$ cat src/rtl/alu_op_sequencer.sv
// alu_op_sequencer
//
// Control block between the board buttons/switches and an 8-bit ALU plus a
// seven-segment driver. Debounces four operation buttons, accepts exactly one
// operation at a time, snapshots the operands, runs a start/done handshake
// with the ALU, then shows the operands and the result for one timed phase each.
//
// Ports:
//   clk, rst        system clock; asynchronous active-high reset
//   btn[3:0]        raw buttons: [0]=add [1]=sub [2]=shl A [3]=compare
//   sw_a, sw_b      operand switches
//   alu_start       one-cycle start pulse to the ALU
//   alu_op          00 add, 01 sub, 10 shl, 11 cmp
//   alu_a, alu_b    operands latched when the operation is accepted
//   alu_done        ALU result valid (single-cycle pulse)
//   alu_result      ALU result
//   alu_flags       {eq, brw, ovf}, valid with alu_done
//   disp_word       word for the seven-segment driver
//   disp_en         display enable (0 blanks all digits)
//   flags           latched {eq, brw, ovf}
//   busy            high in every state except idle
//   err             one-cycle pulse on multi-button press or ALU timeout
module alu_op_sequencer #(
    parameter int unsigned DEBOUNCE_CYCLES = 1_000_000,
    parameter int unsigned PHASE_CYCLES    = 200_000_000,
    parameter int unsigned DONE_TIMEOUT    = 16
) (
    input  logic        clk,
    input  logic        rst,
    input  logic [3:0]  btn,
    input  logic [7:0]  sw_a,
    input  logic [7:0]  sw_b,
    output logic        alu_start,
    output logic [1:0]  alu_op,
    output logic [7:0]  alu_a,
    output logic [7:0]  alu_b,
    input  logic        alu_done,
    input  logic [15:0] alu_result,
    input  logic [2:0]  alu_flags,
    output logic [15:0] disp_word,
    output logic        disp_en,
    output logic [2:0]  flags,
    output logic        busy,
    output logic        err
);

    localparam int unsigned DbW = $clog2(DEBOUNCE_CYCLES + 1);
    localparam int unsigned PhW = $clog2(PHASE_CYCLES + 1);
    localparam int unsigned ToW = $clog2(DONE_TIMEOUT + 1);

    localparam logic [DbW-1:0] DbLast = DbW'(DEBOUNCE_CYCLES - 1);
    localparam logic [PhW-1:0] PhLast = PhW'(PHASE_CYCLES - 1);
    localparam logic [PhW-1:0] PhMax  = PhW'(PHASE_CYCLES);
    localparam logic [ToW-1:0] ToLast = ToW'(DONE_TIMEOUT - 1);
    localparam logic [ToW-1:0] ToMax  = ToW'(DONE_TIMEOUT);

    typedef enum logic [2:0] {StIdle, StIssue, StWait, StShowOp, StShowRes} state_e;

    // ------------------------------------------------------------------
    // Button synchronizers and debouncers
    // ------------------------------------------------------------------
    logic [3:0]     sync1_q, sync2_q;
    logic [1:0]     valid_q;
    logic [3:0]     deb_q, deb_d;
    logic [3:0]     press_q, press_d;
    logic [3:0]     arm_q, arm_d;
    logic [DbW-1:0] db_cnt_q [4];
    logic [DbW-1:0] db_cnt_d [4];

    // valid_q marks when sync2_q holds a real post-reset sample. A button is
    // only armed once it has been seen released, so a button held through
    // reset cannot fire until it is released and pressed again.
    always_comb begin
        for (int i = 0; i < 4; i++) begin
            db_cnt_d[i] = '0;
            deb_d[i]    = deb_q[i];
            press_d[i]  = 1'b0;
            if (sync2_q[i] != deb_q[i]) begin
                if (db_cnt_q[i] == DbLast) begin
                    deb_d[i]   = sync2_q[i];
                    press_d[i] = sync2_q[i] & arm_q[i];
                end else begin
                    db_cnt_d[i] = db_cnt_q[i] + 1'b1;
                end
            end
            arm_d[i] = arm_q[i] | (valid_q[1] & ~sync2_q[i] & ~deb_q[i]);
        end
    end

    always_ff @(posedge clk or posedge rst) begin
        if (rst) begin
            sync1_q <= '0;
            sync2_q <= '0;
            valid_q <= '0;
            deb_q   <= '0;
            press_q <= '0;
            arm_q   <= '0;
            for (int i = 0; i < 4; i++) begin
                db_cnt_q[i] <= '0;
            end
        end else begin
            sync1_q <= btn;
            sync2_q <= sync1_q;
            valid_q <= {valid_q[0], 1'b1};
            deb_q   <= deb_d;
            press_q <= press_d;
            arm_q   <= arm_d;
            for (int i = 0; i < 4; i++) begin
                db_cnt_q[i] <= db_cnt_d[i];
            end
        end
    end

    logic       press_any;
    logic       deb_onehot;
    logic [1:0] op_sel;

    assign press_any  = |press_q;
    assign deb_onehot = (deb_q != 4'b0) && ((deb_q & (deb_q - 4'd1)) == 4'b0);

    always_comb begin
        op_sel = 2'd0;
        case (deb_q)
            4'b0010: op_sel = 2'd1;
            4'b0100: op_sel = 2'd2;
            4'b1000: op_sel = 2'd3;
            default: op_sel = 2'd0;
        endcase
    end

    // ------------------------------------------------------------------
    // Sequencer FSM
    // ------------------------------------------------------------------
    state_e         state_q, state_d;
    logic [PhW-1:0] ph_cnt_q, ph_cnt_d;
    logic [ToW-1:0] to_cnt_q, to_cnt_d;
    logic [15:0]    result_q, result_d;
    logic           accept, reject, take_done, time_out;

    logic           alu_start_q, alu_start_d;
    logic [1:0]     alu_op_q, alu_op_d;
    logic [7:0]     alu_a_q, alu_a_d;
    logic [7:0]     alu_b_q, alu_b_d;
    logic [15:0]    disp_word_q, disp_word_d;
    logic           disp_en_q, disp_en_d;
    logic [2:0]     flags_q, flags_d;
    logic           busy_q, busy_d;
    logic           err_q, err_d;

    // State and registered outputs
    always_ff @(posedge clk or posedge rst) begin
        if (rst) begin
            state_q     <= StIdle;
            ph_cnt_q    <= '0;
            to_cnt_q    <= '0;
            result_q    <= '0;
            alu_start_q <= 1'b0;
            alu_op_q    <= '0;
            alu_a_q     <= '0;
            alu_b_q     <= '0;
            disp_word_q <= '0;
            disp_en_q   <= 1'b0;
            flags_q     <= '0;
            busy_q      <= 1'b0;
            err_q       <= 1'b0;
        end else begin
            state_q     <= state_d;
            ph_cnt_q    <= ph_cnt_d;
            to_cnt_q    <= to_cnt_d;
            result_q    <= result_d;
            alu_start_q <= alu_start_d;
            alu_op_q    <= alu_op_d;
            alu_a_q     <= alu_a_d;
            alu_b_q     <= alu_b_d;
            disp_word_q <= disp_word_d;
            disp_en_q   <= disp_en_d;
            flags_q     <= flags_d;
            busy_q      <= busy_d;
            err_q       <= err_d;
        end
    end

    // Next state. Press events are only looked at in idle, so an event that
    // coincides with a phase end is dropped.
    always_comb begin
        state_d   = state_q;
        accept    = 1'b0;
        reject    = 1'b0;
        take_done = 1'b0;
        time_out  = 1'b0;
        unique case (state_q)
            StIdle: begin
                if (press_any) begin
                    if (deb_onehot) begin
                        accept  = 1'b1;
                        state_d = StIssue;
                    end else begin
                        reject = 1'b1;
                    end
                end
            end
            StIssue: state_d = StWait;
            StWait: begin
                // done takes priority over a timeout expiring in the same cycle
                if (alu_done) begin
                    take_done = 1'b1;
                    state_d   = StShowOp;
                end else if (to_cnt_q == ToLast) begin
                    time_out = 1'b1;
                    state_d  = StIdle;
                end
            end
            StShowOp: begin
                if (ph_cnt_q == PhLast) begin
                    state_d = StShowRes;
                end
            end
            StShowRes: begin
                if (ph_cnt_q == PhLast) begin
                    state_d = StIdle;
                end
            end
            default: state_d = StIdle;
        endcase
    end

    // Output and datapath next values, decoded from the next state so every
    // output is a plain register.
    always_comb begin
        alu_start_d = (state_d == StIssue);
        busy_d      = (state_d != StIdle);
        disp_en_d   = (state_d == StShowOp) || (state_d == StShowRes);
        disp_word_d = '0;
        if (state_d == StShowOp) begin
            disp_word_d = {alu_b_q, alu_a_q};
        end else if (state_d == StShowRes) begin
            disp_word_d = result_q;
        end
        err_d = reject | time_out;

        alu_op_d = accept ? op_sel : alu_op_q;
        alu_a_d  = accept ? sw_a : alu_a_q;
        alu_b_d  = accept ? sw_b : alu_b_q;
        result_d = take_done ? alu_result : result_q;

        flags_d = flags_q;
        if (accept) begin
            flags_d = '0;
        end else if (take_done) begin
            flags_d = alu_flags;
        end

        // Counters restart on every state entry and saturate instead of wrapping
        ph_cnt_d = ph_cnt_q;
        if (state_d != state_q) begin
            ph_cnt_d = '0;
        end else if (ph_cnt_q != PhMax) begin
            ph_cnt_d = ph_cnt_q + 1'b1;
        end

        to_cnt_d = to_cnt_q;
        if (state_d != state_q) begin
            to_cnt_d = '0;
        end else if (to_cnt_q != ToMax) begin
            to_cnt_d = to_cnt_q + 1'b1;
        end
    end

    assign alu_start = alu_start_q;
    assign alu_op    = alu_op_q;
    assign alu_a     = alu_a_q;
    assign alu_b     = alu_b_q;
    assign disp_word = disp_word_q;
    assign disp_en   = disp_en_q;
    assign flags     = flags_q;
    assign busy      = busy_q;
    assign err       = err_q;

endmodule

$ cat config.mk
export PLATFORM = sky130hd
export DESIGN_NAME = alu_op_sequencer
export DESIGN_NICKNAME = d
export VERILOG_FILES = /design/src/rtl/alu_op_sequencer.sv
export SDC_FILE = /design/constraint.sdc
export NUM_CORES = 1
export LEC_CHECK = 0
export BUFFER_PORTS_ARGS = -buffer_cell sky130_fd_sc_hd__buf_2
export CORE_ASPECT_RATIO = 0.5
export CORE_UTILIZATION = 27
export CTS_CLUSTER_SIZE = 24
export DETAILED_ROUTE_END_ITERATION = 12
export HOLD_SLACK_MARGIN = 0.08
export PLACE_DENSITY = 0.43
export REMOVE_ABC_BUFFERS = 1
export SLEW_MARGIN = 0
export SYNTH_ARGS = -nofsm -noshare
export SYNTH_HDL_FRONTEND = slang
export SYNTH_SLANG_ARGS = --single-unit
$ cat constraint.sdc
create_clock -name clk -period 5.4 [get_ports clk]
set_input_delay 0.54 -clock clk [delete_from_list [all_inputs] [get_ports clk]]
set_output_delay 0.54 -clock clk [all_outputs]
set_load 0.05 [all_outputs]
==> results.txt, run 1 <==
- Routability-driven placement finished with a final weighted congestion of between 0.7 and 0.8.
- Net switching power: roughly 660 µW
- STA puts the critical path data arrival time at 3110 ps.
- Power density over cell area: ~290 nW/µm²
* Pre-Repair DR Iteration Count: 4
- 83 I/O pins were placed.
- Starting utilization of the core area: ~28%
* Total number of nets in the final design: about 930
* Count of input and output buffers: approximately 80
- Floorplan die width: 258 µm
- Counting every sink on the clock net gives 195.
- Initial drt markers: roughly 370
- The share of total power dissipated in the clock network is a little under half.
* Average via count per standard cell: ~4.5
* Actual slew at the worst max-slew pin: 1210 ps
* Full die area: around 33000 µm²
- After synthesis, the largest family of logic cells by area is simple AND/OR/NAND/NOR gates.
* # Max-Cap Violations: 0
* Aggregate global-route resource usage: about 12%
* Synth Warn #: 0
* FF-to-FF path depth: 6
- Count of antenna diodes in the layout: 0
- TritonCTS built the clock tree.
* Flip-flop and latch count after synthesis: approximately 200
- Ys flop type: dfrtp_1
- Per report_power, the sequential group accounts for 49.6% of the total.
* Final Hold Vio Count: 0
- The worst register-to-register path begins at deb_q[0]$_DFFE_PP0P_.
- Critical Path Source: deb_q[0]$_DFFE_PP0P_
- Post-detailed-routing wire length: around 19000 µm
* Number of distinct library cell variants in the gate-level netlist after synthesis: 56
- After clock tree synthesis, the clock-pin slew on the worst setup and hold paths is 70 ps.
- Grt total ovfl: 0
- Worst R2R Setup Slack: approximately 2600 ps
- Total CTS buffers: 17
* Number of hold buffers added after cts: 0
* Post-route fraction of the period consumed by the critical path: between 50% and 60%
- The floorplan step defined a core boundary enclosing approximately 32000 µm².
- STA classifies the critical path endpoint as a register.
- Final number of setup-violating endpoints: 0
* Highest cell delay on the worst timing path: roughly 1000 ps
* Vertical die dimension: roughly 130 µm
* Post-route non-filler standard cell count: 1326
- Core occupancy in the finished layout: around 32%
- Worst-path cell chain: nor4b_1 -> a211oi_2 -> nor2_2 -> buf_4 -> or3b_1 -> nor3_1
* Setup repair after global routing missed its margin: false
- Number of standard cells after synthesis: around 800
* Share of synthesized cell area in and, or, nand and nor gates: 21.3%
- In this run the number of H-tree levels came out at 4.
* Cell leakage power: roughly 0.0046 µW
* Master of the slowest instance on the critical path: or3b_1
* Share of the yosys chip area belonging to registers: a little under three fifths
* Number of antenna violations at the first check in global routing: 0
* Post-detail-place hpwl: about 13000 µm
* Clock root cell: clkbuf_16
* Post-CTS Setup Inserts: 0
- Largest voltage drop on the vdd net: ~0.00022 V
- The synthesized netlist devotes between 10% and 20% of its cell area to XOR and XNOR gates.
- In this run switching power makes up a little over a fifth of total power.
- The synthesized netlist occupies a cell area of 8820 µm².
- Skew final: 14.3 ps
* Number of antenna-violating nets in the routed design: 0
- Of all nets on the critical path, the largest fanout is 33.
- After synthesis, the share of cell area in mux cells is about 5.2%.
* First-pass GRT wire length: 32200 µm
- Required time reported for the critical path endpoint: 5680 ps
- Relative slew slack: 19.5%
- The setup path with the least slack is of type reg2reg.
- Combinational logic burns under 10% of the power.
- Including well taps, the total number of placed cells is ~1300.
* Number of flops mapped to enable cells by yosys: 0
- CTS resizes: 0
- Status: completed
- Summing the areas of all compound-gate instances in the mapped netlist gives about 3.8% of the synthesized area.
* Via count of the first global-routing pass: about 6000
- Final routed DRC violation total: 0
* Buffer levels on the longest clock path: 2
- The number of pins with negative max-slew slack in the final report is 0.
- The post-route netlist has about a fifth of its cells at a drive strength greater than 1.
- Summing the areas of all fa, ha and maj instances in the mapped netlist gives under 10% of the synthesized area.
- Average size of a mapped cell: around 11 µm²
* Wire per inst: between 10 and 15 µm
- Final worst path period need: about 2800 ps
- The internal portion of the total power is approximately 2300 µW.
- The worst setup path is launched from a register.
- For this run, the top clock speed supported by timing is 352 MHz.
- Async set-reset flop share out of synthesis: 100%
- Endpoint of the most critical register-to-register path: ph_cnt_q[12]$_DFFE_PP0P_
- The initialized floorplan defines between 40 and 50 standard-cell rows.
- Worst-Skew Late Latency: about 450 ps
- The most critical setup path has its endpoint at ph_cnt_q[12]$_DFFE_PP0P_.
* Count of vias placed by the detailed router: about 6000
- Across all setup checks in the final design, the least slack found is ~2600 ps.
- Synthesis-to-layout area growth: 17.3%
* Maximum number of pins on one net before global-route repair: around 150
- Path category of the worst min-delay check: in2reg
- Placement-stage worst setup slack: between 2000 and 3000 ps
sequential cells by signal (all words and copies together) (netlist names), 5 cells and up:
signal     count
disp_word     16
ph_cnt_q      28
alu_b          8
db_cnt_q      80
to_cnt_q       5
result_q      16
alu_a          8
critical path, delay by kind of cell, from the launching register on:
family | cells | cell delay, ps
simple gates | 4 | 1730
buf+inv | 1 | 320
flops | 1 | 510
compound gates | 1 | 100
area by class of cell:
cell class	instances	area (µm²)
fill	3266	21500
sequential	195	4880
multi-input combinational	562	3740
tap	432	541
timing repair buffer	87	448
clock buffer	18	439
clock inverter	13	223
inverter	19	78.8
placed cells by master (no fill, tap or decap), types with 3 or more instances in the layout:
| cell | netlist | final |
|---|---|---|
| buf_4 | 5 | 5 |
| xor2_1 | 50 | 50 |
| nor4b_1 | 10 | 10 |
| nor3_1 | 53 | 53 |
| buf_2 | 11 | 82 |
| nand4_1 | 22 | 22 |
| o21ai_0 | 4 | 3 |
| bufinv_16 | 0 | 5 |
| and4_1 | 7 | 7 |
| clkbuf_16 | 0 | 17 |
| inv_8 | 0 | 3 |
| a22o_1 | 16 | 16 |
| nor2b_1 | 3 | 3 |
| ha_1 | 9 | 9 |
| dfrtp_1 | 195 | 195 |
| a21o_1 | 8 | 8 |
| inv_1 | 19 | 18 |
| or2_1 | 3 | 3 |
| and2_1 | 6 | 6 |
| nand2_1 | 45 | 45 |
| mux2_2 | 36 | 36 |
| and3_1 | 16 | 16 |
| a21oi_1 | 5 | 5 |
| nand3b_1 | 4 | 4 |
| nor4_1 | 21 | 21 |
| xnor2_1 | 56 | 56 |
| nand3_1 | 38 | 38 |
| mux2i_1 | 5 | 5 |
| nor2_1 | 110 | 109 |
| nand2b_1 | 3 | 3 |
routing by layer:
layer / up-vias / track usage (%) / routed length [µm]
li1: 2947 / - / -
met1: 3009 / 16.0 / 9000
met2: 41 / 19.8 / 9330
met3: 19 / 2.74 / 414
met4: 0 / 4.32 / 296
met5: - / 0 / 0
logic make-up after synthesis:
kind of cell | after synthesis
AOI/OAI and AO/OA | 42
xor gates and xnor gates | 106
and+or+nand+nor | 363
other | 1
DFF | 195
buffers and inverters | 47
muxes | 41
adders and majority gates | 9
how the worst min path moves through the flow:
stage / start / end / cells past startpoint
detailed placement: sync1_q[0]$_DFF_PP0_ / sync2_q[0]$_DFF_PP0_ / 0
global route: btn[3] / sync1_q[3]$_DFF_PP0_ / 1
global placement: valid_q[0]$_DFF_PP0_ / valid_q[1]$_DFF_PP0_ / 0
finish: btn[2] / sync1_q[2]$_DFF_PP0_ / 1
CTS: btn[2] / sync1_q[2]$_DFF_PP0_ / 1
floorplan: sync1_q[0]$_DFF_PP0_ / sync2_q[0]$_DFF_PP0_ / 0
power groups by stage:
stage | Combinational, µW | Clock, µW | Sequential, µW
2_1_floorplan | 48.7 | 0 | 1520
3_3_place_gp | 86.8 | 0 | 1520
3_5_place_dp | 88.1 | 0 | 1520
4_1_cts | 88.5 | 1490 | 1490
5_1_grt | 99.4 | 1550 | 1490
6_report | 83.7 | 1430 | 1490
synth_stat cells, types with 2 or more instances:
cell type  count  share of area (%)
a21o_1         8               0.68
a21oi_1        5               0.28
a22o_1        16                1.6
and2_1         6               0.43
and3_1        16                1.1
and4_1         7               0.70
buf_2         11               0.62
buf_4          5               0.43
buf_6          2               0.26
clkbuf_1       9               0.38
dfrtp_1      195                 55
ha_1           9                1.3
inv_1         19               0.81
mux2_2        36                4.6
mux2i_1        5               0.57
nand2_1       45                1.9
nand2b_1       3               0.21
nand3_1       38                2.2
nand3b_1       4               0.34
nand4_1       22                1.6
nor2_1       110                4.7
nor2b_1        3               0.21
nor3_1        53                3.0
nor3b_1        3               0.26
nor4_1        21                1.5
nor4_2         2               0.28
nor4b_1       10               0.99
nor4bb_1       2               0.23
o21ai_0        4               0.23
or2_1          3               0.21
or2b_2         2               0.20
or4_1          2               0.17
xnor2_1       56                5.6
xor2_1        50                5.0
metrics by stage:
stage                     setup TNS (ps)  area (µm²)  hold WS [ps]  power [µW]
after floorplan                   -88190        8670           331        1570
after global placement                 0        9680           334        1610
after detailed placement               0        9680           335        1610
after CTS                              0       10300           174        3070
after global routing                   0       10300           170        3140
final                                  0       10300           203        3010
No activity file was read; power rests on OpenSTA's default activity.
==> run 2, diff against run 1 <==
Clock period 5.4 ns to 2.6 ns, I/O delays scaled along.
==> run 2 against run 1 <==
Core utilization rose by 1.7 points. Clock skew fell by 3.3 ps. Die area did not move. Wire length fell by 0.33%. First-iteration DRC count rose by 1.1%. Sequential power rose by 110%. Total power rose by 100%.
==> results.txt, run 2 (synthesis results as in run 1) <==
- Commonest non-fill, non-tap cell in the layout: dfrtp_1 (unchanged)
- The number of ports placed on the die boundary is 83 (unchanged).
* Routing usage on met2: 19.6% (was 19.8%)
* Combinational group share of total power: 3.8% (was 2.8%)
- Total number of nets in the final design: 992 (was 933)
- The number of vias per cell after detailed routing came to 4.48 (was 4.54).
- Starting utilization of the core area: 27.7% (unchanged)
- The register clock-pin slew on the reported worst setup and hold paths was 70 ps (about the same).
* Share of final-layout standard cells stronger than drive strength 1: 19.6% (was 19.1%)
- The final period demand of the worst path came to 2360 ps (was 2840 ps).
- Path category of the worst min-delay check: in2reg (unchanged)
- Grt total ovfl: 0 (unchanged)
* Largest register FFs: 80 (unchanged)
- The maximum resistive drop on vdd came to 0.000439 V (was 0.000219 V).
- The worst-case clock skew was 11.0 ps (was 14.3 ps).
- Post-Place Cells: 1314 (was 1295)
- Clock share of power: 45.8% (was 47.6%)
- Post-route non-filler standard cell count: 1386 (was 1326)
- Layout Cell Area excl Fill: 10900 µm² (was 10300 µm²)
- Largest registers in the final layout: db_cnt_q x80, ph_cnt_q x28 (unchanged)
- The met1 usage came to 16.3% (was 16.0%).
- Status: completed (unchanged).
- Critical path startpoint category: register (unchanged)
* Worst-Skew Late Latency: 440 ps (was 450 ps)
* Cell internal pwr: 4800 µW (was 2350 µW)
* Count of antenna diodes in the layout: 0 (unchanged)
- Post-route fraction of the period consumed by the critical path: 90.7% (was 52.6%)
- Buffer levels on the longest clock path: 2 (unchanged)
- Cell leakage power: 0.00488 µW (was 0.00462 µW)
- The number of pins with negative max-slew slack in the final report is 0 (unchanged).
- Wire per inst: 13.7 µm (was 14.4 µm)
- Data arrival time of the critical path: 2670 ps (was 3110 ps)
- The total number of clock tree sinks is 195 (unchanged).
* Critical path class: reg2reg (unchanged)
- Aggregate global-route resource usage: 12.2% (about the same)
- The kind of end point of the critical path is a register (unchanged).
- Top Usage Layer GRT: met2 (unchanged)
- Maximum number of pins on one net before global-route repair: 84 (was 151)
- The detailed-route DRC error count was 0 (unchanged).
* Floorplan die width: 258 µm (unchanged)
- Number of antenna violations at the first check in global routing: 0 (unchanged)
- The sequential fraction of design power is 50.4% (was 49.6%).
- The count of final hold-check violations was 0 (unchanged).
- Largest fanout on the critical path: 8 (was 33)
- The CTS tree is yes (unchanged).
- The detailed-route via count was 6212 (was 6016).
- The routability-driven placement congestion ratio came to 0.722 (was 0.735).
- Largest reg by FF count: db_cnt_q (unchanged)
- Number of antenna-violating nets in the routed design: 0 (unchanged)
* Setup repair after global routing missed its margin: false (unchanged)
* Total CTS buffers: 17 (unchanged)
- The count of maximum capacitance violations was 0 (unchanged).
- The die outline area came to 33400 µm² (unchanged).
- The area added between synthesis and finish is 23.5% (was 17.3%).
* Fraction of power spent switching nets: 22.0% (was 21.9%)
* Power density over cell area: 564 nW/µm² (was 291 nW/µm²)
- Required time reported for the critical path endpoint: 2910 ps (was 5680 ps)
- Post-detailed-routing wire length: 19000 µm (about the same)
* Placement row count: 46 (unchanged)
* H-tree lvl count: 4 (unchanged)
- Core occupancy in the finished layout: 34.2% (was 32.4%)
- Placed inst area: 9880 µm² (was 9680 µm²)
- The core area came to 31900 µm² (unchanged).
* Initial drt markers: 371 (was 367)
* Actual slew at the worst max-slew pin: 729 ps (was 1210 ps)
* Post-detail-place hpwl: 12700 µm (was 12600 µm)
- The first-pass GRT wire length came to 32300 µm (was 32200 µm).
- The detailed-routing iteration count for the pre-antenna-repair pass is 4 (unchanged).
- Routing usage on met3: 3.05% (was 2.74%)
- Most frequent cells in the layout: dfrtp_1, nor2_1, buf_2 (unchanged).
- Final number of setup-violating endpoints: 0 (unchanged)
* Via count of the first global-routing pass: 6161 (was 6034)
- The power spent charging and discharging nets came to 1350 µW (was 660 µW).
- Post-CTS Setup Inserts: 0 (unchanged)
* Count of input and output buffers: 82 (unchanged)
* Fmax: 424 MHz (was 352 MHz)
- The die height was 130 µm (unchanged).
- Clock root cell: clkbuf_16 (unchanged)
* Relative slew slack: 51.0% (was 19.5%)
==> run 2: changes by cell type in the layout (fill, tap and decap cells not counted), sizes merged <==
cell | previous run | this run
clkinv | 2 | 3
clkinvlp | 2 | 0
dlygate4sd3 | 0 | 40
clkbuf | 18 | 21
buf | 87 | 106
bufinv | 5 | 4
==> run 2: worst paths after layout <==
kind                                           from                endpoint  slack, ps  depth (start not counted)
min in group asynchronous                       rst    alu_a[4]$_DFFE_PP0P_        450                          3
setup / recovery           ph_cnt_q[11]$_DFFE_PP0P_          busy$_DFF_PP0_        240                          5
setup reg to reg           ph_cnt_q[11]$_DFFE_PP0P_          busy$_DFF_PP0_        240                          5
max in group asynchronous                       rst  db_cnt_q[12]$_DFF_PP0_       1400                          4
hold / removal                             alu_done           err$_DFF_PP0_        240                          4
hold reg to reg                valid_q[0]$_DFF_PP0_    valid_q[1]$_DFF_PP0_        350                          0
==> run 2: layout make-up <==
cell class,count,area (µm²)
Timing Repair Buffer,146,1050
Clock buffer,21,440
Multi-Input combinational cell,562,3730
Fill cell,3226,21000
Inverter,19,78.8
Clock inverter,11,174
Sequential cell,195,4880
Tap cell,432,541
==> run 2: layer usage <==
| metal | vias up | wire length [µm] |
|---|---|---|
| li1 | 3068 | - |
| met1 | 3078 | 9210 |
| met2 | 48 | 9150 |
| met3 | 18 | 404 |
| met4 | 0 | 221 |
| met5 | - | 0 |
==> run 2: critical path, stage by stage, from the launching register on <==
cell and delay [ps]:
dfrtp_1 410, or4b_4 570, nor4_2 270, nand4_1 190
nor3b_2 280, or4_1 510
==> run 2: metrics by stage <==
stage | setup WS (ps) | TNS (ps) | total power, µW | hold slack, ps
3_5_place_dp | 263 | 0 | 3350 | 342
5_1_grt | 111 | 0 | 6400 | 245
4_1_cts | 233 | 0 | 6260 | 232
6_report | 241 | 0 | 6150 | 238
3_3_place_gp | 276 | 0 | 3350 | 334
2_1_floorplan | -2970 | -591870 | 3260 | 291
==> run 2: power groups by stage <==
stage	clock [µW]	sequential, µW	combinational (µW)
3_5_place_dp	0	3160	194
2_1_floorplan	0	3160	101
4_1_cts	2920	3100	242
5_1_grt	3030	3100	269
6_report	2820	3100	233
3_3_place_gp	0	3160	192
==> run 2: repair_timing <==
| item | in CTS | in global routing |
|---|---|---|
| gates resized for setup | 0 | 0 |
| hold buffers | 40 | 0 |
| hold endpoints to repair | 119 | 0 |
